[src/rtl/pconv_pkg.sv]
// Shared widths, pipeline tag record and the output clamp for the pointwise convolution unit.
package pconv_pkg;

    localparam int unsigned ACC_W   = 32;
    localparam int unsigned SHIFT_W = 5;
    // Headroom for acc + bias + rounding term without overflow.
    localparam int unsigned T_W     = ACC_W + 2;

    typedef struct packed {
        logic               vld;
        logic               first;
        logic               last;
        logic [ACC_W-1:0]   bias;
        logic [SHIFT_W-1:0] shift;
        logic               relu;
    } pconv_tag_t;

    // Clamps to [0,max_val] (relu) or [-max_val-1,max_val]; callers keep the low N bits.
    function automatic logic signed [ACC_W-1:0] clamp_sat(input logic signed [T_W-1:0] value,
                                                          input logic                  relu,
                                                          input int                    max_val);
        logic signed [T_W-1:0] hi;
        logic signed [T_W-1:0] lo;
        logic signed [T_W-1:0] res;
        hi = T_W'(max_val);
        lo = relu ? '0 : -hi - T_W'(1);
        if (value > hi) begin
            res = hi;
        end else if (value < lo) begin
            res = lo;
        end else begin
            res = value;
        end
        return res[ACC_W-1:0];
    endfunction

endpackage

[src/rtl/pconv_sum_tree.sv]
// Registered signed adder tree: sign-extends LANES inputs to ACC_W and sums them in two
// register levels (half sums, then total) so the latency does not depend on LANES.
module pconv_sum_tree
    import pconv_pkg::*;
#(
    parameter int unsigned LANES = 4,
    parameter int unsigned IN_W  = 32
) (
    input  logic                    clk,
    input  logic                    rst,
    input  logic                    en,
    input  logic [LANES*IN_W-1:0]   din,
    output logic signed [ACC_W-1:0] sum
);

    localparam int unsigned HALF = LANES / 2;

    logic signed [ACC_W-1:0] lo_d, hi_d;
    logic signed [ACC_W-1:0] lo_q, hi_q;

    always_comb begin
        lo_d = '0;
        hi_d = '0;
        for (int unsigned i = 0; i < LANES; i++) begin
            if (i < HALF) begin
                lo_d = lo_d + ACC_W'($signed(din[i*IN_W +: IN_W]));
            end else begin
                hi_d = hi_d + ACC_W'($signed(din[i*IN_W +: IN_W]));
            end
        end
    end

    always_ff @(posedge clk or posedge rst) begin
        if (rst) begin
            lo_q <= '0;
            hi_q <= '0;
            sum  <= '0;
        end else if (en) begin
            lo_q <= lo_d;
            hi_q <= hi_d;
            sum  <= lo_q + hi_q;
        end
    end

endmodule

[src/rtl/pconv_acc_unit.sv]
// Pipelined 1x1 convolution for one output channel: LANES channels per beat over BEATS beats,
// then bias, shift and clamp. Define PCONV_ROUND_EN for round-half-up before the shift.
module pconv_acc_unit
    import pconv_pkg::*;
#(
    parameter int unsigned N     = 16,
    parameter int unsigned LANES = 4,
    parameter int unsigned BEATS = 2,
    parameter int          MAX   = 127
) (
    input  logic                 clk,
    input  logic                 rst,
    input  logic                 in_vld,
    output logic                 in_rdy,
    input  logic [LANES*N-1:0]   in_din,
    input  logic [LANES*N-1:0]   weight_din,
    input  logic [ACC_W-1:0]     bias_din,
    input  logic [SHIFT_W-1:0]   shift_din,
    input  logic                 relu_en,
    output logic [N-1:0]         out_dout,
    output logic                 out_vld,
    input  logic                 out_rdy
);

    localparam int unsigned CNT_W  = (BEATS > 1) ? $clog2(BEATS) : 1;
    localparam int unsigned PROD_W = 2 * N;
    localparam logic [CNT_W-1:0] CNT_LAST = CNT_W'(BEATS - 1);

    logic stall, adv, accept, first, last;
    logic [CNT_W-1:0] cnt_q;

    // Every register advances together, so a stall freezes the whole pipe.
    assign stall  = out_vld && !out_rdy;
    assign adv    = !stall;
    assign in_rdy = adv;
    assign accept = in_vld && in_rdy;
    assign first  = (cnt_q == '0);
    assign last   = (cnt_q == CNT_LAST);

    always_ff @(posedge clk or posedge rst) begin
        if (rst) begin
            cnt_q <= '0;
        end else if (accept) begin
            cnt_q <= last ? '0 : cnt_q + CNT_W'(1);
        end
    end

    // S1: lane products plus tags
    logic [LANES*PROD_W-1:0] s1_prod_d, s1_prod_q;
    pconv_tag_t              s1_tag_d, s1_tag_q;

    always_comb begin
        s1_prod_d = '0;
        for (int unsigned i = 0; i < LANES; i++) begin
            s1_prod_d[i*PROD_W +: PROD_W] = PROD_W'($signed(in_din[i*N +: N])) *
                                            PROD_W'($signed(weight_din[i*N +: N]));
        end
        s1_tag_d       = '0;
        s1_tag_d.vld   = accept;
        s1_tag_d.first = first;
        s1_tag_d.last  = last;
        s1_tag_d.bias  = bias_din;
        s1_tag_d.shift = shift_din;
        s1_tag_d.relu  = relu_en;
    end

    // S2: two-level tree; tags follow through a matching two-deep delay
    logic signed [ACC_W-1:0] s2_sum;
    pconv_tag_t              s2a_tag_q, s2_tag_q;

    pconv_sum_tree #(
        .LANES (LANES),
        .IN_W  (PROD_W)
    ) u_sum_tree (
        .clk (clk),
        .rst (rst),
        .en  (adv),
        .din (s1_prod_q),
        .sum (s2_sum)
    );

    // S3: accumulator
    logic signed [ACC_W-1:0] acc_q;
    pconv_tag_t              s3_tag_q;

    always_ff @(posedge clk or posedge rst) begin
        if (rst) begin
            s1_prod_q <= '0;
            s1_tag_q  <= '0;
            s2a_tag_q <= '0;
            s2_tag_q  <= '0;
            s3_tag_q  <= '0;
            acc_q     <= '0;
        end else if (adv) begin
            s1_prod_q <= s1_prod_d;
            s1_tag_q  <= s1_tag_d;
            s2a_tag_q <= s1_tag_q;
            s2_tag_q  <= s2a_tag_q;
            s3_tag_q  <= s2_tag_q;
            if (s2_tag_q.vld) begin
                acc_q <= s2_tag_q.first ? s2_sum : acc_q + s2_sum;
            end
        end
    end

    // S4: bias, shift, clamp
    logic signed [T_W-1:0]   t_sum, t_rnd, t_shift;
    logic signed [ACC_W-1:0] t_clamp;
    logic                    load;
    logic                    unused_bits;

    always_comb begin
`ifdef PCONV_ROUND_EN
        t_rnd = (s3_tag_q.shift != '0) ? (T_W'(1) <<< (s3_tag_q.shift - SHIFT_W'(1))) : '0;
`else
        t_rnd = '0;
`endif
        t_sum   = T_W'(acc_q) + T_W'($signed(s3_tag_q.bias)) + t_rnd;
        t_shift = t_sum >>> s3_tag_q.shift;
        t_clamp = clamp_sat(t_shift, s3_tag_q.relu, MAX);
    end

    assign load        = s3_tag_q.vld && s3_tag_q.last;
    assign unused_bits = ^{s3_tag_q.first, t_clamp[ACC_W-1:N]};

    // When adv is high any held result is being consumed, so out_vld simply tracks load.
    always_ff @(posedge clk or posedge rst) begin
        if (rst) begin
            out_vld  <= 1'b0;
            out_dout <= '0;
        end else if (adv) begin
            out_vld <= load;
            if (load) begin
                out_dout <= t_clamp[N-1:0];
            end
        end
    end

endmodule

[config.mk]
export PLATFORM = sky130hd
export DESIGN_NAME = pconv_acc_unit
export DESIGN_NICKNAME = d
export VERILOG_FILES = /design/src/rtl/pconv_pkg.sv /design/src/rtl/pconv_sum_tree.sv /design/src/rtl/pconv_acc_unit.sv
export SDC_FILE = /design/constraint.sdc
export NUM_CORES = 2
export LEC_CHECK = 0
export ABC_CLOCK_PERIOD_IN_PS = 11700
export CORE_MARGIN = 2
export CORE_UTILIZATION = 29
export CTS_CLUSTER_DIAMETER = 60
export DETAILED_ROUTE_END_ITERATION = 10
export PLACE_DENSITY = 0.51
export SYNTH_ARGS = -nofsm -noshare
export SYNTH_HDL_FRONTEND = slang
export SYNTH_HIERARCHICAL = 1
export SYNTH_SLANG_ARGS = --single-unit
export TNS_END_PERCENT = 20
[constraint.sdc]
create_clock -name clk -period 11.7 [get_ports clk]
set_input_delay 1.17 -clock clk [delete_from_list [all_inputs] [get_ports clk]]
set_output_delay 1.17 -clock clk [all_outputs]
set_load 0.1 [all_outputs]
==> metrics <==
final hold slack=0.469 ns; height of the chip=486 µm; Worst R2R Start=acc_q[18]$_DFFE_PP0P_; Max H-tree Level=2; HPWL reported at the end of detailed placement=150 mm; width of the chip=486 µm; main flop type after synthesis=sky130_fd_sc_hd__dfrtp_1; Final setup violation count=0; buffer count from post-CTS setup fixing=0; yosys warns=6; Worst Reg2Reg Path Length in Cells=25; cts repair resizes=0; worst reg2reg path endpoint=out_dout[7]$_DFFE_PP0P_; Max Transition Viols Final=0; combined global-route utilization of all metal layers=16.2%; Multi-input gate area=50400 µm²; register area=10900 µm²; number of nets with antenna violations after detailed routing=0; routed via count=51700; fraction of synthesized cell area in xor and xnor cells=3.35%; Post-synth EDFFs=0; final cell utilization of the core=32.0%; run status=finished, final reports clean; Sinks on Clock Net=437; fraction of the mapped netlist area in simple logic gates=17.3%; initial DRC count=2937; worst hold start=s1_prod_q[99]$_DFFE_PP0N_; cell depth of the worst min-delay path=2; site row count=176; required arrival time at the worst endpoint=12.16 ns; maximum capacitance violations=0; num ports=188; fill count=24300; FF-to-FF setup slack=3.87 ns; arrival time at the worst endpoint=8.75 ns; startpoint type of the worst setup path=input port; weighted congestion reported at the end of routability-driven placement=0.887; leftover overflow at the end of global routing=0; Worst Hold Class=reg -> reg; number of CTS-inserted buffers=53; sequential area share after synthesis=16.3%; placeable core region=230000 µm²; category of the most critical setup path=in -> reg; vias in the first global route=54600; clock buffer depth=3; detailed-routing iteration count for the pre-antenna-repair pass=6; layout cell share with drive strength beyond 1=3.90%; final hold viol count=0; number of remaining DRC errors=0; clock latency on the worst-skew pair=0.64 ns; net count reported at finish=9311; initial core utilization=29.2%; mux share of post-synthesis cell area=1.90%; synthesized netlist cell count=7610; upper clock frequency limit=121 MHz; minimum clock period=8.29 ns; slew of the pin with the lowest slew margin=1.08 ns; endpoint class of the critical path=flip-flop; Seq cells post-synth=437; worst clock skew on the final layout=0.0344 ns; number of hold buffers added after cts=0; largest fanout of any net on the critical path=16; Syn Nets=9342; growth of design area from synthesis to finish=9.58%; area enclosed by the die boundary=236000 µm²; setup repair after global routing missed its margin=false; Final Routed Wirelength=190 mm; maximum number of pins on one net before global-route repair=176; Antenna Diode Count=0; number of antenna violations at the first check in global routing=3; Root Buffer=sky130_fd_sc_hd__clkbuf_16; main combinational cell family by area after synthesis=adder cells; per-cell via count in the routed design=4.85; CTS tree=done; Worst Hold End=s1_prod_q[99]$_DFFE_PP0N_; worst rel slew slack=27.9%; adder-cell share of the synthesized area=40.8%; synth unique cells=119; period utilization=70.9%; area of the mapped netlist=67300 µm²; Post-synth ARST share=100%; Synth Area per Inst=8.84 µm²; clock-pin slew of the registers on the worst-case setup and hold paths=0.05 ns; area fraction in compound gates after synthesis=11.6%; total negative setup slack=0 ns; WL per Instance=17.9 µm; input/output buffers=187; wire length of the first global-routing pass=306 mm
## layer usage
metal,share of wire [%],GRT usage [%],wire [µm],vias up
met5,0.0068,0,13,-
met4,2.9,4.29,5590,2
met3,3.9,1.39,7450,241
met2,48,27.9,92200,1151
met1,45,21.7,85000,26100
li1,-,-,-,24200
## logic make-up after synthesis
logic type      count (synthesis)
compound gates               1161
xor+xnor                      257
fa+ha+maj                    1562
buf+inv                      1562
flops                         437
mux                           104
simple gates                 2527
## final cells by class
| class | instances | share of cell area, % |
|---|---|---|
| multi-input cells | 5611 | 68.4 |
| flip-flops and latches | 437 | 14.8 |
| inverters | 1255 | 6.41 |
| well taps | 3026 | 5.14 |
| repair buffers | 221 | 2.92 |
| clock buffers | 74 | 2.07 |
| clock inverters | 19 | 0.234 |
## synthesized netlist by cell type (36+ instances only)
cell type,number,area (µm²)
sky130_fd_sc_hd__nand4_1,41,257
sky130_fd_sc_hd__o21a_1,49,368
sky130_fd_sc_hd__o31ai_1,36,270
sky130_fd_sc_hd__inv_1,1253,4700
sky130_fd_sc_hd__and2_1,457,2860
sky130_fd_sc_hd__a211oi_1,48,360
sky130_fd_sc_hd__and3_1,36,225
sky130_fd_sc_hd__nor2_1,324,1220
sky130_fd_sc_hd__dfrtp_1,437,10900
sky130_fd_sc_hd__o211ai_1,37,278
sky130_fd_sc_hd__xor2_1,94,823
sky130_fd_sc_hd__mux2_2,69,777
sky130_fd_sc_hd__a21oi_1,325,1630
sky130_fd_sc_hd__nor3_1,80,400
sky130_fd_sc_hd__ha_1,509,6370
sky130_fd_sc_hd__clkbuf_1,275,1030
sky130_fd_sc_hd__o21ai_0,227,1140
sky130_fd_sc_hd__xnor2_1,163,1430
sky130_fd_sc_hd__fa_1,1053,21100
sky130_fd_sc_hd__a21o_1,105,788
sky130_fd_sc_hd__nand2_1,1331,5000
sky130_fd_sc_hd__nand2b_1,54,338
sky130_fd_sc_hd__nand3_1,77,385
## stage by stage
| stage | setup slack, ns | cell area [µm²] | cells |
|---|---|---|---|
| after floorplan | 1.08 | 67300 | 7610 |
| after global placement | 2.89 | 72000 | 10600 |
| after detailed placement | 2.80 | 72000 | 10600 |
| after CTS | 3.44 | 73700 | 10600 |
| after global routing | 2.88 | 73700 | 10600 |
| final | 3.41 | 73700 | 10600 |
## how the worst max path moves through the flow
stage	start	endpoint	slack [ns]	cells past startpoint
6_report	in_din[10]	s1_prod_q[30]$_DFFE_PP0N_	3.41	21
5_1_grt	in_din[5]	s1_prod_q[30]$_DFFE_PP0N_	2.88	25
4_1_cts	in_din[10]	s1_prod_q[30]$_DFFE_PP0N_	3.44	21
3_5_place_dp	in_din[10]	s1_prod_q[30]$_DFFE_PP0N_	2.80	21
3_3_place_gp	in_din[10]	s1_prod_q[30]$_DFFE_PP0N_	2.89	21
2_1_floorplan	rst	acc_q[0]$_DFFE_PP0P_	1.08	1
## cells in the final DEF, fill, tap and decap left out, types with 36 or more instances in the layout
master / n
sky130_fd_sc_hd__dfrtp_1: 436
sky130_fd_sc_hd__a21o_1: 105
sky130_fd_sc_hd__clkdlybuf4s50_1: 187
sky130_fd_sc_hd__o21ai_0: 227
sky130_fd_sc_hd__nor3_1: 80
sky130_fd_sc_hd__a211oi_1: 48
sky130_fd_sc_hd__o211ai_1: 37
sky130_fd_sc_hd__o31ai_1: 36
sky130_fd_sc_hd__and2_1: 457
sky130_fd_sc_hd__nor2_1: 324
sky130_fd_sc_hd__nand2b_1: 54
sky130_fd_sc_hd__o21a_1: 49
sky130_fd_sc_hd__xnor2_1: 163
sky130_fd_sc_hd__fa_1: 1053
sky130_fd_sc_hd__and3_1: 36
sky130_fd_sc_hd__inv_1: 1251
sky130_fd_sc_hd__nand3_1: 77
sky130_fd_sc_hd__xor2_1: 94
sky130_fd_sc_hd__a21oi_1: 325
sky130_fd_sc_hd__clkbuf_16: 54
sky130_fd_sc_hd__ha_1: 509
sky130_fd_sc_hd__nand2_1: 1330
sky130_fd_sc_hd__nand4_1: 41
sky130_fd_sc_hd__mux2_2: 69
## state kept, by name, indices dropped and copies added, names as in the netlist
signal / cells
s3_tag_q: 40
u_sum_tree/hi_q: 32
s1_tag_q: 41
s2_tag_q: 41
s1_prod_q: 128
out_dout: 16
u_sum_tree/sum: 32
out_vld: 1
acc_q: 32
cnt_q: 1
u_sum_tree/lo_q: 32
s2a_tag_q: 41
## worst max-delay path, cell delays in order
cell                              delay, ns
sky130_fd_sc_hd__clkdlybuf4s50_1       0.91
sky130_fd_sc_hd__nand2_1               0.17
sky130_fd_sc_hd__fa_1                  0.54
sky130_fd_sc_hd__fa_1                  0.58
sky130_fd_sc_hd__fa_1                  0.46
sky130_fd_sc_hd__fa_1                  0.55
sky130_fd_sc_hd__inv_1                 0.06
sky130_fd_sc_hd__fa_1                  0.49
sky130_fd_sc_hd__fa_1                  0.41
sky130_fd_sc_hd__ha_1                  0.35
sky130_fd_sc_hd__and2_1                0.18
sky130_fd_sc_hd__a31o_2                0.26
sky130_fd_sc_hd__o41ai_1               0.62
sky130_fd_sc_hd__o21ai_0               0.36
sky130_fd_sc_hd__o41ai_1               0.41
sky130_fd_sc_hd__o21ai_0               0.31
sky130_fd_sc_hd__o211ai_1              0.26
sky130_fd_sc_hd__a21boi_0              0.15
sky130_fd_sc_hd__o21ai_0               0.24
sky130_fd_sc_hd__xor2_1                0.17
sky130_fd_sc_hd__a21oi_1               0.08
Power is not shown: default switching activity piles up to over one toggle a cycle in this logic, so the estimate is an artifact.
